===== src/rtl/conv_fmap_pkg.sv =====
// Shared types and constants for the conv feature-map reader.
// Latency: n/a (declarations only).
// Backpressure: n/a.
//
// Contents: FSM state enum, word/nibble geometry, activation ceiling and
// the default run length (128 channels x 8 rows x 8 columns).
package conv_fmap_pkg;

    // Upstream BRAM words hold eight 4-bit activations, nibble 0 in bits 31:28.
    localparam int NIBBLES_PER_WORD = 8;

    // Largest legal activation value produced by the upstream layer.
    localparam int ACT_MAX = 6;

    // Default number of activations streamed per run.
    localparam int N_ELEMS_DEFAULT = 8192;

    // Stream payload geometry: 4-bit activation plus 32-bit element index.
    localparam int DATA_W  = 4;
    localparam int IDX_W   = 32;
    localparam int ENTRY_W = DATA_W + IDX_W;

    typedef enum logic [2:0] {
        IDLE      = 3'd0,
        START_SRC = 3'd1,
        WAIT_SRC  = 3'd2,
        ISSUE     = 3'd3,
        CAPTURE   = 3'd4,
        DRAIN     = 3'd5,
        DONE_ST   = 3'd6
    } state_t;

    // Saturate a raw nibble to the legal activation range.
    function automatic logic [DATA_W-1:0] act_clamp(input logic [DATA_W-1:0] v);
        logic [DATA_W-1:0] lim;
        lim = DATA_W'(ACT_MAX);
        return (v > lim) ? lim : v;
    endfunction

endpackage


===== src/rtl/fmap_fifo.sv =====
// Small first-word-fall-through FIFO for the feature-map output stream.
// Latency: a write is visible at the head one cycle later; reads are combinational from the head.
// Backpressure: a write is accepted when not full, or when full and a read happens in the same cycle.
//
// Ports:
//   clk_i, reset_i       clock and synchronous active-high reset
//   wr_en_i, wr_dat_i    write request and entry
//   rd_en_i              consumer pops the head (ignored while empty)
//   rd_dat_o, rd_vld_o   head entry and not-empty flag
//   count_o              current occupancy 0..DEPTH
module fmap_fifo #(
    parameter int DEPTH = 4,
    parameter int WIDTH = 36
) (
    input  logic                       clk_i,
    input  logic                       reset_i,
    input  logic                       wr_en_i,
    input  logic [WIDTH-1:0]           wr_dat_i,
    input  logic                       rd_en_i,
    output logic [WIDTH-1:0]           rd_dat_o,
    output logic                       rd_vld_o,
    output logic [$clog2(DEPTH):0]     count_o
);

    localparam int PTR_W = $clog2(DEPTH);
    localparam logic [PTR_W:0] DEPTH_C = (PTR_W + 1)'(DEPTH);

    logic [WIDTH-1:0] mem_q [DEPTH];
    logic [PTR_W-1:0] wr_ptr_q;
    logic [PTR_W-1:0] rd_ptr_q;
    logic [PTR_W:0]   count_q;

    logic empty;
    logic full;
    logic do_rd;
    logic do_wr;

    assign empty = (count_q == '0);
    assign full  = (count_q == DEPTH_C);

    // A read frees the slot this same cycle, so a full FIFO can still take
    // a write when the head is being popped.
    assign do_rd = rd_en_i && !empty;
    assign do_wr = wr_en_i && (!full || do_rd);

    // Storage needs no reset: entries are only visible when count_q > 0.
    always_ff @(posedge clk_i) begin
        if (do_wr) begin
            mem_q[wr_ptr_q] <= wr_dat_i;
        end
    end

    // DEPTH is a power of two, so the pointers wrap on their own.
    always_ff @(posedge clk_i) begin
        if (reset_i) begin
            wr_ptr_q <= '0;
            rd_ptr_q <= '0;
            count_q  <= '0;
        end else begin
            if (do_wr) begin
                wr_ptr_q <= wr_ptr_q + 1'b1;
            end
            if (do_rd) begin
                rd_ptr_q <= rd_ptr_q + 1'b1;
            end
            case ({do_wr, do_rd})
                2'b10:   count_q <= count_q + 1'b1;
                2'b01:   count_q <= count_q - 1'b1;
                default: count_q <= count_q;
            endcase
        end
    end

    assign rd_dat_o = mem_q[rd_ptr_q];
    assign rd_vld_o = !empty;
    assign count_o  = count_q;

endmodule


===== src/rtl/conv_fmap_reader.sv =====
// Streams one conv layer's 4-bit activation map out of its BRAM as an indexed valid/ready stream.
// Latency: src_done at cycle t gives the first element (m_idx 0) at cycle t+3; at most one element per 2 cycles.
// Backpressure: m_ready low fills the output FIFO, and the reader then stalls in ISSUE with its address held.
//
// Ports:
//   clk, reset                  clock, synchronous active-high reset
//   start / busy / done         run request, run in progress, end-of-run pulse
//   src_start / src_done        handshake with the upstream conv layer
//   src_read_addr               nibble address into the upstream BRAM (registered)
//   src_read_data               nibble selected by the live address from last cycle's word
//   m_valid/m_ready/m_data/m_idx/m_last   output stream
module conv_fmap_reader
    import conv_fmap_pkg::*;
#(
    parameter int N_ELEMS    = N_ELEMS_DEFAULT,
    // Must be a power of two and at least 2.
    parameter int FIFO_DEPTH = 4
) (
    input  logic        clk,
    input  logic        reset,
    input  logic        start,
    output logic        busy,
    output logic        done,
    output logic        src_start,
    input  logic        src_done,
    output logic [31:0] src_read_addr,
    input  logic [3:0]  src_read_data,
    output logic        m_valid,
    input  logic        m_ready,
    output logic [3:0]  m_data,
    output logic [31:0] m_idx,
    output logic        m_last
);

    localparam int CNT_W = $clog2(FIFO_DEPTH) + 1;
    localparam logic [CNT_W-1:0] DEPTH_C  = CNT_W'(FIFO_DEPTH);
    localparam logic [IDX_W-1:0] LAST_IDX = IDX_W'(N_ELEMS - 1);

    // Reader FSM and its registered outputs.
    state_t            state_q;
    logic [IDX_W-1:0]  rd_ptr_q;
    logic [31:0]       src_read_addr_q;
    logic              busy_q;
    logic              done_q;
    logic              src_start_q;

    // FIFO side.
    logic              fifo_wr;
    logic [ENTRY_W-1:0] fifo_wr_dat;
    logic [ENTRY_W-1:0] fifo_head;
    logic              fifo_vld;
    logic [CNT_W-1:0]  fifo_count;
    logic [DATA_W-1:0] head_data;
    logic [IDX_W-1:0]  head_idx;

    // ------------------------------------------------------------------
    // Reader FSM.
    // The BRAM returns the word for last cycle's address and picks the
    // nibble with the live address, so src_read_addr is loaded once on
    // entry to ISSUE and held through the matching CAPTURE. It only ever
    // takes values 0..N_ELEMS-1, so a partial final word is never read
    // past the last element.
    // ------------------------------------------------------------------
    always_ff @(posedge clk) begin
        if (reset) begin
            state_q         <= IDLE;
            rd_ptr_q        <= '0;
            src_read_addr_q <= '0;
            busy_q          <= 1'b0;
            done_q          <= 1'b0;
            src_start_q     <= 1'b0;
        end else begin
            done_q      <= 1'b0;
            src_start_q <= 1'b0;

            case (state_q)
                IDLE: begin
                    if (start) begin
                        state_q     <= START_SRC;
                        src_start_q <= 1'b1;
                        busy_q      <= 1'b1;
                    end
                end

                START_SRC: begin
                    state_q <= WAIT_SRC;
                end

                // src_done is only honoured here; elsewhere it is ignored.
                WAIT_SRC: begin
                    if (src_done) begin
                        rd_ptr_q        <= '0;
                        src_read_addr_q <= '0;
                        state_q         <= ISSUE;
                    end
                end

                // Only this FSM writes the FIFO and occupancy cannot grow
                // between here and CAPTURE, so checking room now is enough.
                ISSUE: begin
                    if (fifo_count < DEPTH_C) begin
                        state_q <= CAPTURE;
                    end
                end

                CAPTURE: begin
                    if (rd_ptr_q == LAST_IDX) begin
                        state_q <= DRAIN;
                    end else begin
                        rd_ptr_q        <= rd_ptr_q + 1'b1;
                        src_read_addr_q <= rd_ptr_q + 1'b1;
                        state_q         <= ISSUE;
                    end
                end

                // Empty FIFO means the last element has been accepted.
                DRAIN: begin
                    if (!fifo_vld) begin
                        state_q <= DONE_ST;
                        done_q  <= 1'b1;
                    end
                end

                DONE_ST: begin
                    state_q <= IDLE;
                    busy_q  <= 1'b0;
                end

                default: begin
                    state_q <= IDLE;
                    busy_q  <= 1'b0;
                end
            endcase
        end
    end

    // ------------------------------------------------------------------
    // Output buffer. Activations above ACT_MAX are saturated so a
    // misbehaving producer cannot leak out-of-range values downstream.
    // ------------------------------------------------------------------
    assign fifo_wr     = (state_q == CAPTURE);
    assign fifo_wr_dat = {act_clamp(src_read_data), rd_ptr_q};

    fmap_fifo #(
        .DEPTH (FIFO_DEPTH),
        .WIDTH (ENTRY_W)
    ) u_fifo (
        .clk_i    (clk),
        .reset_i  (reset),
        .wr_en_i  (fifo_wr),
        .wr_dat_i (fifo_wr_dat),
        .rd_en_i  (m_ready),
        .rd_dat_o (fifo_head),
        .rd_vld_o (fifo_vld),
        .count_o  (fifo_count)
    );

    // Head fields are forced to zero while empty so stale storage never
    // shows on the bus (including right after reset).
    assign head_data = fifo_head[ENTRY_W-1 -: DATA_W];
    assign head_idx  = fifo_head[IDX_W-1:0];

    assign m_valid = fifo_vld;
    assign m_data  = fifo_vld ? head_data : '0;
    assign m_idx   = fifo_vld ? head_idx  : '0;
    assign m_last  = fifo_vld && (head_idx == LAST_IDX);

    assign busy          = busy_q;
    assign done          = done_q;
    assign src_start     = src_start_q;
    assign src_read_addr = src_read_addr_q;

endmodule


===== config.mk =====
export PLATFORM = sky130hd
export DESIGN_NAME = conv_fmap_reader
export DESIGN_NICKNAME = d
export VERILOG_FILES = /design/src/rtl/conv_fmap_pkg.sv /design/src/rtl/fmap_fifo.sv /design/src/rtl/conv_fmap_reader.sv
export SDC_FILE = /design/constraint.sdc
export NUM_CORES = 1
export LEC_CHECK = 0
export ABC_AREA = 1
export CORE_MARGIN = 2
export CORE_UTILIZATION = 46
export CTS_CLUSTER_SIZE = 8
export DETAILED_ROUTE_END_ITERATION = 10
export DONT_BUFFER_PORTS = 1
export GPL_TIMING_DRIVEN = 0
export SLEW_MARGIN = 5
export SYNTH_ARGS = -nofsm -noshare
export SYNTH_HDL_FRONTEND = slang
export SYNTH_HIERARCHICAL = 1
export SYNTH_SLANG_ARGS = --single-unit
export TNS_END_PERCENT = 5

===== constraint.sdc =====
create_clock -name clk -period 3 [get_ports clk]
set_clock_uncertainty 0.05 [all_clocks]
set_input_delay 0.6 -clock clk [delete_from_list [all_inputs] [get_ports clk]]
set_output_delay 0.6 -clock clk [all_outputs]
set_load 0.05 [all_outputs]

[Yosys cells after proc, flatten, opt, wreduce, memory -nomap -nowiden]
Memory sizes are Yosys's and may differ from the RTL's. A register that Yosys moved wholly into a read port is not among the register bits.
Index checks and enable logic that the tools add are counted.
Operators by class
  add/subtract/negate cells: 5
  multipliers: 0
  div/mod/pow operators: 0
  magnitude comparators: 2
  eq/ne operators: 15
  shift operators: 0
  mux-type cells: 21
  bitwise operators: 3
  reduce and logical (&&, ||, !) cells: 16
Operators by type and width (count)
  $mux W32: 3
  $eq A32 B13 Y1 const B: 2
  $pmux W32 S2: 1
  $add A32 B1 Y32 const B: 1
  $pmux W3 S6: 1
  $mux W3: 5
  $eq A3 B3 Y1 const B: 3
  $mux W4: 2
  $ne A2 B2 Y1 const B: 4
  $eq A3 B2 Y1 const B: 2
  $logic_not A3 Y1: 2
  $pmux W3 S2: 1
  $mux W1: 5
  $reduce_or A5 Y1: 1
  $add A2 B1 Y2 const B: 2
  $gt A4 B3 Y1 const B: 1
  $mux W2: 2
  $reduce_and A4 Y1: 1
  $reduce_bool A2 Y1: 2
  $reduce_or A2 Y1: 2
  $add A3 B1 Y3 const B: 1
  $eq A3 B1 Y1 const B: 1
  $logic_and A1 B1 Y1: 3
  $lt A3 B3 Y1 const B: 1
  10 further kinds: 13
Storage, ports and cells
  register bits after elaboration: 45
  bits in latches: 0
  RAM bits: 144
  bits in read-only memories: 0
  bits of input ports: 9
  output and inout bits: 73
  word-level logic and storage cells: 71
  memories kept: 1
Memory list
  u_fifo.mem_q: depth 4, bits a word 36, read ports 1, clocked after memory_dff 1, write ports 1, line fmap_fifo.sv:28  | logic [WIDTH-1:0] mem_q [DEPTH];

[Longest topological paths before layout]
Gate-level depths: netlist of the first run.
  word-level depth: 7
  mapped depth: 13
  depth with buffers taken out: 11

[Hierarchy]
The synthesis of the first run kept the hierarchy.
Modules (own cells, without submodules)
  fmap_fifo: times used 1, cells an instance 413, area an instance 5791.8 µm², seq. area each 4504.3 µm²
  conv_fmap_reader: times used 1, cells an instance 570, area an instance 3171.8 µm², seq. area each 760.7 µm²

[Worst setup path before layout of the first run]
Ideal clock, no wire load.
  path type: flip-flop to flip-flop
  from: register state_q[0]
  to: memory u_fifo.mem_q[0][0] (enable)
  library setup time: 0.429 ns
  arrival time: 2.671 ns
  data required time: 2.521 ns
  setup slack: -0.150 ns
  cell stages (with the launch flop): 8
  buffers on the path: 2
  clock period less this slack: 3.150 ns
  path through: dfxtp_1 inv_2 nand2_1 nor2_4 buf_4 buf_2 o21ai_4 nor2_1
Between the ends
  cells in the longest elaborated chain, start to end: 4
Ends and longest elaborated chain
  start, declared: line conv_fmap_reader.sv:40  | state_t state_q;
  start signal, assigned: line conv_fmap_reader.sv:66  | state_q <= IDLE;
  start signal, assigned: line conv_fmap_reader.sv:79  | state_q <= START_SRC;
  start signal, assigned: line conv_fmap_reader.sv:86  | state_q <= WAIT_SRC;
  $eq A3 B3 Y1: line conv_fmap_reader.sv:141  | assign fifo_wr = (state_q == CAPTURE);
  net fifo_wr: line conv_fmap_reader.sv:48  | logic fifo_wr;
  $logic_and A1 B1 Y1: line fmap_fifo.sv:44  | assign do_wr = wr_en_i && (!full || do_rd);
  $mux W1: line fmap_fifo.sv:48  | if (do_wr) begin
  $mux W1 (not written as such): line fmap_fifo.sv:49  | mem_q[wr_ptr_q] <= wr_dat_i;
  end, declared: line fmap_fifo.sv:28
The timed path passes the listed nets, and every way through them passes these cells.

==> reports/results.ini, run 1 <==
[run_status]
status=finished, violations left
violations=setup timing

[floorplanning]
ios=82
row_count=51
start_util_pct=46.51
dieWidth_um=143.6
die-area_um2=20620
die_y_um=143.6
design.core.area_um2=19270

[layout]
final_cell_mix=nand2_1 (197), nor2_1 (147), edfxtp_1 (144)
mostFrequentLayoutCell=nand2_1
area_growth_pct=16.67
diodes=0
fillers=1748
layout.nets=1038
seq_area_um2=5273
multi_input_area_um2=3095
drive_gt1_share_pct=16.70

[setup_path]
r2r_end=u_fifo/mem_q[1][28]$_DFFE_PP_
slowest_delay_ns=0.37
worstPathRequired_ns=2.35
arrival_ns=2.46
worst-path-max-fanout=10
reg2reg_from=state_q[1]$_SDFFE_PP0P_
r2r_cells=8
r2r_slack_ns=0.34
critical_path.cell_chain=buf_12 -> buf_8 -> o21ai_0 -> o22ai_2 -> nor2_1 -> nand2_1 -> nor4_2 -> nand4_1 -> nor2_4
worstSetupStartpointType=register
crit_slowest_cell=dfxtp_4
critPathKind=register to output pin
endpoint_kind=output pin

[hold_path]
worstHoldPathType=input port to register
holdPathEnd=src_start$_SDFF_PP0_
min_from=start
whs_path_depth=2

[grt]
antenna_found_initial=0
grt_usage_pct=22.15
grt_max_degree=28
grt_pass1_vias=6333
grt_pass1_wl_um=34330
grt_overflow=0

[power]
peakVddDrop_mv=0.4996
leakagePower_nw=3.884
powerDensity_nw_per_um2=840.4
power_mw=8.788

[sta]
period_needed_ns=3.109
maxSlewHeadroom_pct=54.11
period_share_pct=103.6
final_hold_viol_count=0
fmax_ghz=0.3217
final-setup-viol-count=2
report.final.slew_viol_count=0
fin_tns_setup_ns=-0.1415
fin_ws_ns=-0.1087
rsz0062_at_grt=true
worstMarginPinSlew_ns=0.6867

[detailed_routing]
num_vias=6771
wl_per_cell_um=17.35
drt-pass1-iter-count=5
drcViolationCount=0
detail-route-antenna-nets=0
first_iter_violations=402
finalWirelength_um=22570
viasPerCell=5.204

[placed_design]
place_congestion=0.9370
io_buffers=0
dp_hpwl_um=15500

[clock_network]
root_buffer=clkbuf_16
clkLatencyLatePin_ns=0.43
cts_buffers=17
cts_tree=built
cts.sinks=191
clock_path_buffers=2
ctsHoldBuffers=0
htreeDepth=4
clkTransAtPathRegs_ns=0.07

[logic_synthesis]
avgSynthCellArea_um2=9.119
syn_inst=983
ys_types=34
yosys_warnings=6
syn-cell-area_um2=8964
seq_area_frac_synth_pct=58.74
synth-seq-cells=191

[run]
maxCapViolCount=0

[flip-flops by register name, indices dropped and copies added, names as in the netlist, named ones only]
register / count
u_fifo/wr_ptr_q: 2
u_fifo/rd_ptr_q: 2
done: 1
state_q: 3
busy: 1
src_read_addr: 32
src_start: 1
u_fifo/count_o: 3
u_fifo/mem_q: 144
[logic make-up after synthesis]
group	after synthesis	synth area share [%]
AO/OA/AOI/OAI	163	9.980
XOR/XNOR	3	0.2932
adder cells (fa/ha/maj)	6	0.9213
buffers and inverters	169	8.933
flip-flops	191	58.74
other	1	0.04184
AND/OR/NAND/NOR	450	21.09
[repair_timing]
action | in CTS | in global routing
pin swaps | 5 | 19
gates resized for setup | 46 | 66
gates cloned | 0 | 4
setup endpoints to repair | 37 | 16
setup buffers | 6 | 5
[per-layer routing]
layer / track usage (%) / up-vias / part of all wire (%)
li1: - / 3337 / -
met1: 28.87 / 3198 / 43
met2: 37.82 / 209 / 49
met3: 3.499 / 27 / 5.7
met4: 7.430 / 0 / 1.7
met5: 0 / - / 0
[worst max path at each step]
stage | startpoint | endpoint | slack [ns]
2_1_floorplan | state_q[0]$_SDFFE_PP0P_ | u_fifo/mem_q[0][0]$_DFFE_PP_ | -0.15
3_3_place_gp | state_q[1]$_SDFFE_PP0P_ | u_fifo/mem_q[3][24]$_DFFE_PP_ | -1.62
3_5_place_dp | u_fifo/count_o[2]$_SDFFE_PP0P_ | m_last | -0.80
4_1_cts | register | m_last | -0.09
5_1_grt | register | m_last | -0.21
6_report | register | m_last | -0.11
[worst max-delay path: cells and delay by family (launching register included)]
kind | cells | cell delay (ns)
compound gates | 2 | 0.40
buf+inv | 2 | 0.29
flops | 1 | 0.37
simple gates | 5 | 0.98
[final cells by class]
cell class / count / area share (%)
Tap cell: 265 / 3.171
Timing Repair Buffer: 19 / 2.034
Sequential cell: 191 / 50.42
Clock inverter: 11 / 1.232
Buffer: 67 / 5.229
Multi-Input combinational cell: 626 / 29.60
Inverter: 101 / 3.817
Clock buffer: 21 / 4.499
[cells in the mapped netlist (all sizes together)]
library cell	instances	area share [%]
a21oi	42	2.6
and2	1	0.070
buf	50	3.9
clkbuf	18	0.77
conb	1	0.042
dfxtp	47	10
edfxtp	144	48
fa	1	0.22
ha	5	0.70
inv	101	4.2
nand2	204	8.8
nand3	58	3.4
nand3b	1	0.084
nand4	11	0.77
nor2	162	7.1
nor3	2	0.11
nor4	4	0.28
o21ai	85	4.9
o22ai	36	2.5
or2	7	0.49
xor2	3	0.29
[where the power goes]
group	leakage [nW]	switching (mW)	internal (mW)	total, mW
clock	0.286	0.967	1.30	2.27
combinational	1.93	2.73	0.782	3.51
sequential	1.67	0.113	2.90	3.01
[metrics by stage]
stage | util [%] | instances | setup slack [ns] | hold WS (ns) | cell area, um^2
floorplan | - | 986 | -0.1501 | 0.3857 | 8975
global placement | 48.29 | 1251 | -1.615 | 0.4009 | 9306
detailed placement | 48.90 | 1255 | -0.8026 | 0.4126 | 9424
CTS | 53.03 | 1293 | -0.08703 | 0.2581 | 10220
global route | 54.27 | 1301 | -0.2106 | 0.2680 | 10460
finish | 54.27 | 1301 | -0.1087 | 0.2706 | 10460
No activity file was read; power rests on OpenSTA's default activity.
==> run 2: changes to the inputs <==
PLACE_DENSITY = 0.7   (was unset)
==> run 2 against run 1 <==
  * The run still ends with setup timing left
  * First-iteration DRC count up 5.2%
  * Critical endpoint unchanged
  * Via count up 1.5%
  * Combinational power down 2%
  * Critical path type unchanged
  * Fmax up 0.57%
  * Utilization down 0.60 points
  * Clock power down 5%
  * Total power down 2.3%
  * Sequential power about the same
  * Global-route usage up 0.088 points
==> reports/results.ini, run 2 (synthesis results as in run 1) <==
[run_status]
status=finished, violations left
violations=setup timing

[sta]
fmax_ghz=0.3235  ; +0.57%
period_share_pct=103.0  ; -0.59 points
fin_ws_ns=-0.09090  ; +0.01776 ns
final_hold_viol_count=0  ; unchanged
rsz0062_at_grt=true
fin_worst_hold_slack_ns=0.2670  ; -0.003640 ns
maxSlewHeadroom_pct=56.93  ; +2.8 points
final-setup-viol-count=1  ; -1
worstMarginPinSlew_ns=0.6445  ; -0.04221 ns
report.final.slew_viol_count=0  ; unchanged
period_needed_ns=3.091  ; -0.01776 ns

[grt]
gr-max-usage-layer=met2
use_met2_pct=37.34  ; -0.48 points
grt_overflow=0  ; unchanged
antenna_found_initial=0  ; unchanged
grtUsageMet1_pct=28.71  ; -0.17 points
grt_max_degree=27  ; -3.6%
gr-usage-met3_pct=4.932  ; +1.4 points
grt_pass1_wl_um=34400  ; +0.18%
grt_pass1_vias=6368  ; +0.55%
grt_usage_pct=22.23  ; +0.088 points

[placed_design]
dp_hpwl_um=15570  ; +0.48%
place_congestion=0.8957  ; -4.4%
pre_cts_slack_ns=-0.7531  ; +0.04953 ns
io_buffers=0  ; unchanged

[setup_path]
endpoint_kind=output pin
r2r_cells=8  ; unchanged
worstSetupStartpointType=register
worstPathRequired_ns=2.35  ; about the same
reg2reg_from=state_q[1]$_SDFFE_PP0P_
slowest_delay_ns=0.34  ; -0.03 ns
crit_top_cell=buf_6
crit_slowest_cell=dfxtp_1
critical_path.cell_chain=buf_6 -> clkinvlp_4 -> buf_6 -> o21ai_2 -> o22ai_2 -> nor2_2 -> nand2_2 -> nor4_4 -> nand4_1 -> nor2_4
r2r_end=u_fifo/mem_q[1][18]$_DFFE_PP_
critPathKind=register to output pin
worst-path-max-fanout=10  ; unchanged
r2r_slack_ns=0.34  ; about the same
arrival_ns=2.44  ; -0.02 ns
cpLargestDelayFamily=simple AND/OR/NAND/NOR gates
cp_num_buf_inv=3  ; +1

[detailed_routing]
viasPerCell=5.311  ; +2.1%
drt-pass1-iter-count=6  ; +1
finalWirelength_um=22540  ; -0.13%
detail-route-antenna-nets=0  ; unchanged
drcViolationCount=0  ; unchanged
first_iter_violations=423  ; +5.2%
num_vias=6873  ; +1.5%
wl_per_cell_um=17.42  ; +0.41%

[floorplanning]
start_util_pct=46.51  ; unchanged
die_y_um=143.6  ; unchanged
ios=82  ; unchanged
row_count=51  ; unchanged
design.core.area_um2=19270  ; unchanged
dieWidth_um=143.6  ; unchanged
die-area_um2=20620  ; unchanged

[layout]
finalCoreUtilization_pct=53.66  ; -0.60 points
area_growth_pct=15.37
layout.nets=1031  ; -0.67%
drive_gt1_share_pct=15.55  ; -1.1 points
final_cell_mix=nand2_1 (196), nor2_1 (145), edfxtp_1 (144)
largest_register_ffs=144  ; unchanged
diodes=0  ; unchanged
fillers=1730  ; -1.0%
regMostFlops=u_fifo/mem_q
mostFrequentLayoutCell=nand2_1

[run]
maxCapViolCount=0  ; unchanged

[power]
peakVddDrop_mv=0.4867  ; -2.6%
leakagePower_nw=3.821  ; -1.6%
powerDensity_nw_per_um2=830.3  ; -1.2%
power_mw=8.587  ; -2.3%

[clock_network]
clkLatencyLatePin_ns=0.42  ; about the same
htreeDepth=4  ; unchanged
clkTransAtPathRegs_ns=0.06  ; about the same
ctsHoldBuffers=0  ; unchanged
cts_buffers=17  ; unchanged
cts.sinks=191  ; unchanged
cts_tree=built
clock_path_buffers=2  ; unchanged
root_buffer=clkbuf_16

[hold_path]
whs_path_depth=2  ; unchanged
holdPathEnd=src_start$_SDFF_PP0_
min_from=start
worstHoldPathType=input port to register

==> run 2: stage by stage <==
step / TNS, ns / std cells / area (um^2)
final: -0.09090 / 1294 / 10340
after global routing: -0.2015 / 1294 / 10340
after CTS: -0.08586 / 1292 / 10250
after detailed placement: -3.222 / 1255 / 9439
after global placement: -208.78 / 1251 / 9306
after floorplan: -21.73 / 986 / 8975
==> run 2: final cells by class <==
cell class	count	area, um^2	area share (%)
Buffer	67	548.0	5.299
Clock buffer	24	483.0	4.670
Clock inverter	8	80.08	0.7743
Inverter	101	401.6	3.884
Multi-Input combinational cell	626	3062	29.61
Sequential cell	191	5266	50.93
Tap cell	265	331.6	3.206
Timing Repair Buffer	12	168.9	1.633
==> run 2: report_power, final <==
part / internal [mW] / switching [mW]
Combinational: 0.721 / 2.71
Clock: 1.22 / 0.935
Sequential: 2.89 / 0.101
==> run 2: metal layers <==
metal | vias to the layer above | routed length [um] | part of all wire [%]
li1 | 3322 | - | -
met1 | 3277 | 9675 | 43
met2 | 237 | 11120 | 49
met3 | 37 | 1262 | 5.6
met4 | 0 | 480 | 2.1
met5 | - | 0 | 0
==> run 2: worst max-delay path by stage <==
stage | endpoint | slack, ns | depth (start not counted)
finish | m_last | -0.09 | 10
CTS | m_last | -0.09 | 10
global route | m_last | -0.20 | 10
floorplan | u_fifo/mem_q[0][0]$_DFFE_PP_ | -0.15 | 7
detailed placement | m_last | -0.75 | 8
global placement | u_fifo/mem_q[3][22]$_DFFE_PP_ | -1.55 | 7
==> run 2: what timing repair did <==
action / CTS / global route
resized for setup: 65 / 33
setup endpoints to repair: 37 / 29
setup buffers: 5 / 2
pin swaps: 10 / 11
cloned: 1 / 0
==> patch: new RTL, config.mk and constraints of run 1 <==
Encoding of `state_t`: now one-hot (7 bits for 7 states).
--- a/src/rtl/conv_fmap_pkg.sv
+++ b/src/rtl/conv_fmap_pkg.sv
@@ -21,12 +21,12 @@
     localparam int ENTRY_W = DATA_W + IDX_W;
 
-    typedef enum logic [2:0] {
-        IDLE      = 3'd0,
-        START_SRC = 3'd1,
-        WAIT_SRC  = 3'd2,
-        ISSUE     = 3'd3,
-        CAPTURE   = 3'd4,
-        DRAIN     = 3'd5,
-        DONE_ST   = 3'd6
+    typedef enum logic [6:0] {
+        IDLE      = 7'b0000001,
+        START_SRC = 7'b0000010,
+        WAIT_SRC  = 7'b0000100,
+        ISSUE     = 7'b0001000,
+        CAPTURE   = 7'b0010000,
+        DRAIN     = 7'b0100000,
+        DONE_ST   = 7'b1000000
     } state_t;
 
Behaviour: no difference found for any inputs over 10 cycles, from zero or initial values and one cycle with reset high; not proved beyond that.
==> patch against run 1 <==
  * The run still ends with setup timing left
  * Global-route usage hardly changed
  * Sequential share of layout area decreased by 1.4 points
  * Combinational power fell by 11%
  * Utilization increased by 1.7 points
  * Via count increased by 2.7%
  * Area after synthesis increased by 2.3%
  * Power shrank 4.7%
  * Non-clock buffer count up 10
  * Routed wire length up 2.7%
  * Worst setup slack got worse by 0.26 ns
  * Design area increased by 4.5%
  * Sequential cell count grew 4
  * Largest cell class unchanged
  * Largest power group unchanged
==> patch: results (changes against run 1) <==
metric	value	unit	change
Synth Area in Compound Gates	9.83	%	-0.15 points
fin worst setup slack	-0.364	ns	-0.256 ns
first-pass GRT wire length	35.8	mm	+4.3%
worst reg2reg endpoint	u_fifo/mem_q[3][16]		
Rel. slew slack	38.7	%	-15 points
Synth Area in XOR/XNOR	0.0955	%	-0.20 points
Total Routing Usage GR	22.1	%	-0.029 points
failing checks	setup timing		
status	complete, but fails checks		
Max IR drop VDD	0.510	mV	+2.1%
Logic pwr share	37.5	%	-2.5 points
reg-to-reg startpoint	state_q[3]		
share of the yosys chip area belonging to registers	58.3	%	-0.43 points
WL per Instance	17.4	µm	+0.58%
final setup violation count	1		-1
Net Sw Frac	40.7	%	-2.6 points
Worst R2R Path Depth	7		-1
gpl congestion	0.906		-3.3%
Yosys cell types	35		+2.9%
number of global-route vias before repair	6542		+3.3%
postcts setup bufs	12		+6
post-CTS sizing	70		+52%
Leak Pwr	0.00392	µW	+0.88%
pin count of the biggest net entering global routing	27		-3.6%
CP Max Fanout	8		-2
sequential power	2950	µW	-2%
FF-to-FF setup slack	0.21	ns	-0.13 ns
Seq pwr share	35.2	%	+1.0 points
Post-synth top cells	186 x nand2_1, 149 x nor2_1, 144 x edfxtp_1		
Setup TNS	-0.364	ns	-0.223 ns
Post-Synth Adder-Cell Area	0.901	%	-0.020 points
routed vias/inst	5.24		+0.66%
Finished Layout Cells	1328		+2.1%
nets	1065		+2.6%
post-DP HPWL	15.6	mm	+0.95%
patch: worst max-delay path by stage:
stage	endpoint	cells past startpoint
CTS	m_last	8
global placement	u_fifo/mem_q[3][16]	6
detailed placement	m_last	8
finish	m_last	9
global route	m_last	9
floorplan	u_fifo/mem_q[0][0]	6
patch: routing by layer:
metal	vias to the layer above	wire (µm)	global-route usage (%)
met4	0	566	9.26
met3	30	1180	3.99
met2	194	11200	36.2
li1	3407	-	-
met1	3326	10200	29.1
met5	-	0	0
patch: final cells by class:
type / instances / area, µm²
inverters: 111 / 538
clock inverters: 6 / 37.5
flip-flops and latches: 195 / 5350
well taps: 265 / 332
clock buffers: 26 / 564
multi-input cells: 629 / 3220
repair buffers: 29 / 342
plain buffers: 67 / 541
fillers: 1758 / 8600
patch: worst max-delay path, stage by stage (launching register included):
cell and delay [ns]:
dfxtp_4 0.36, buf_12 0.15, inv_12 0.08, buf_8 0.12, buf_6 0.12, o21ai_2 0.06, o22ai_2 0.13, nand4_1 0.29
nor4_4 0.36, nor3b_4 0.59
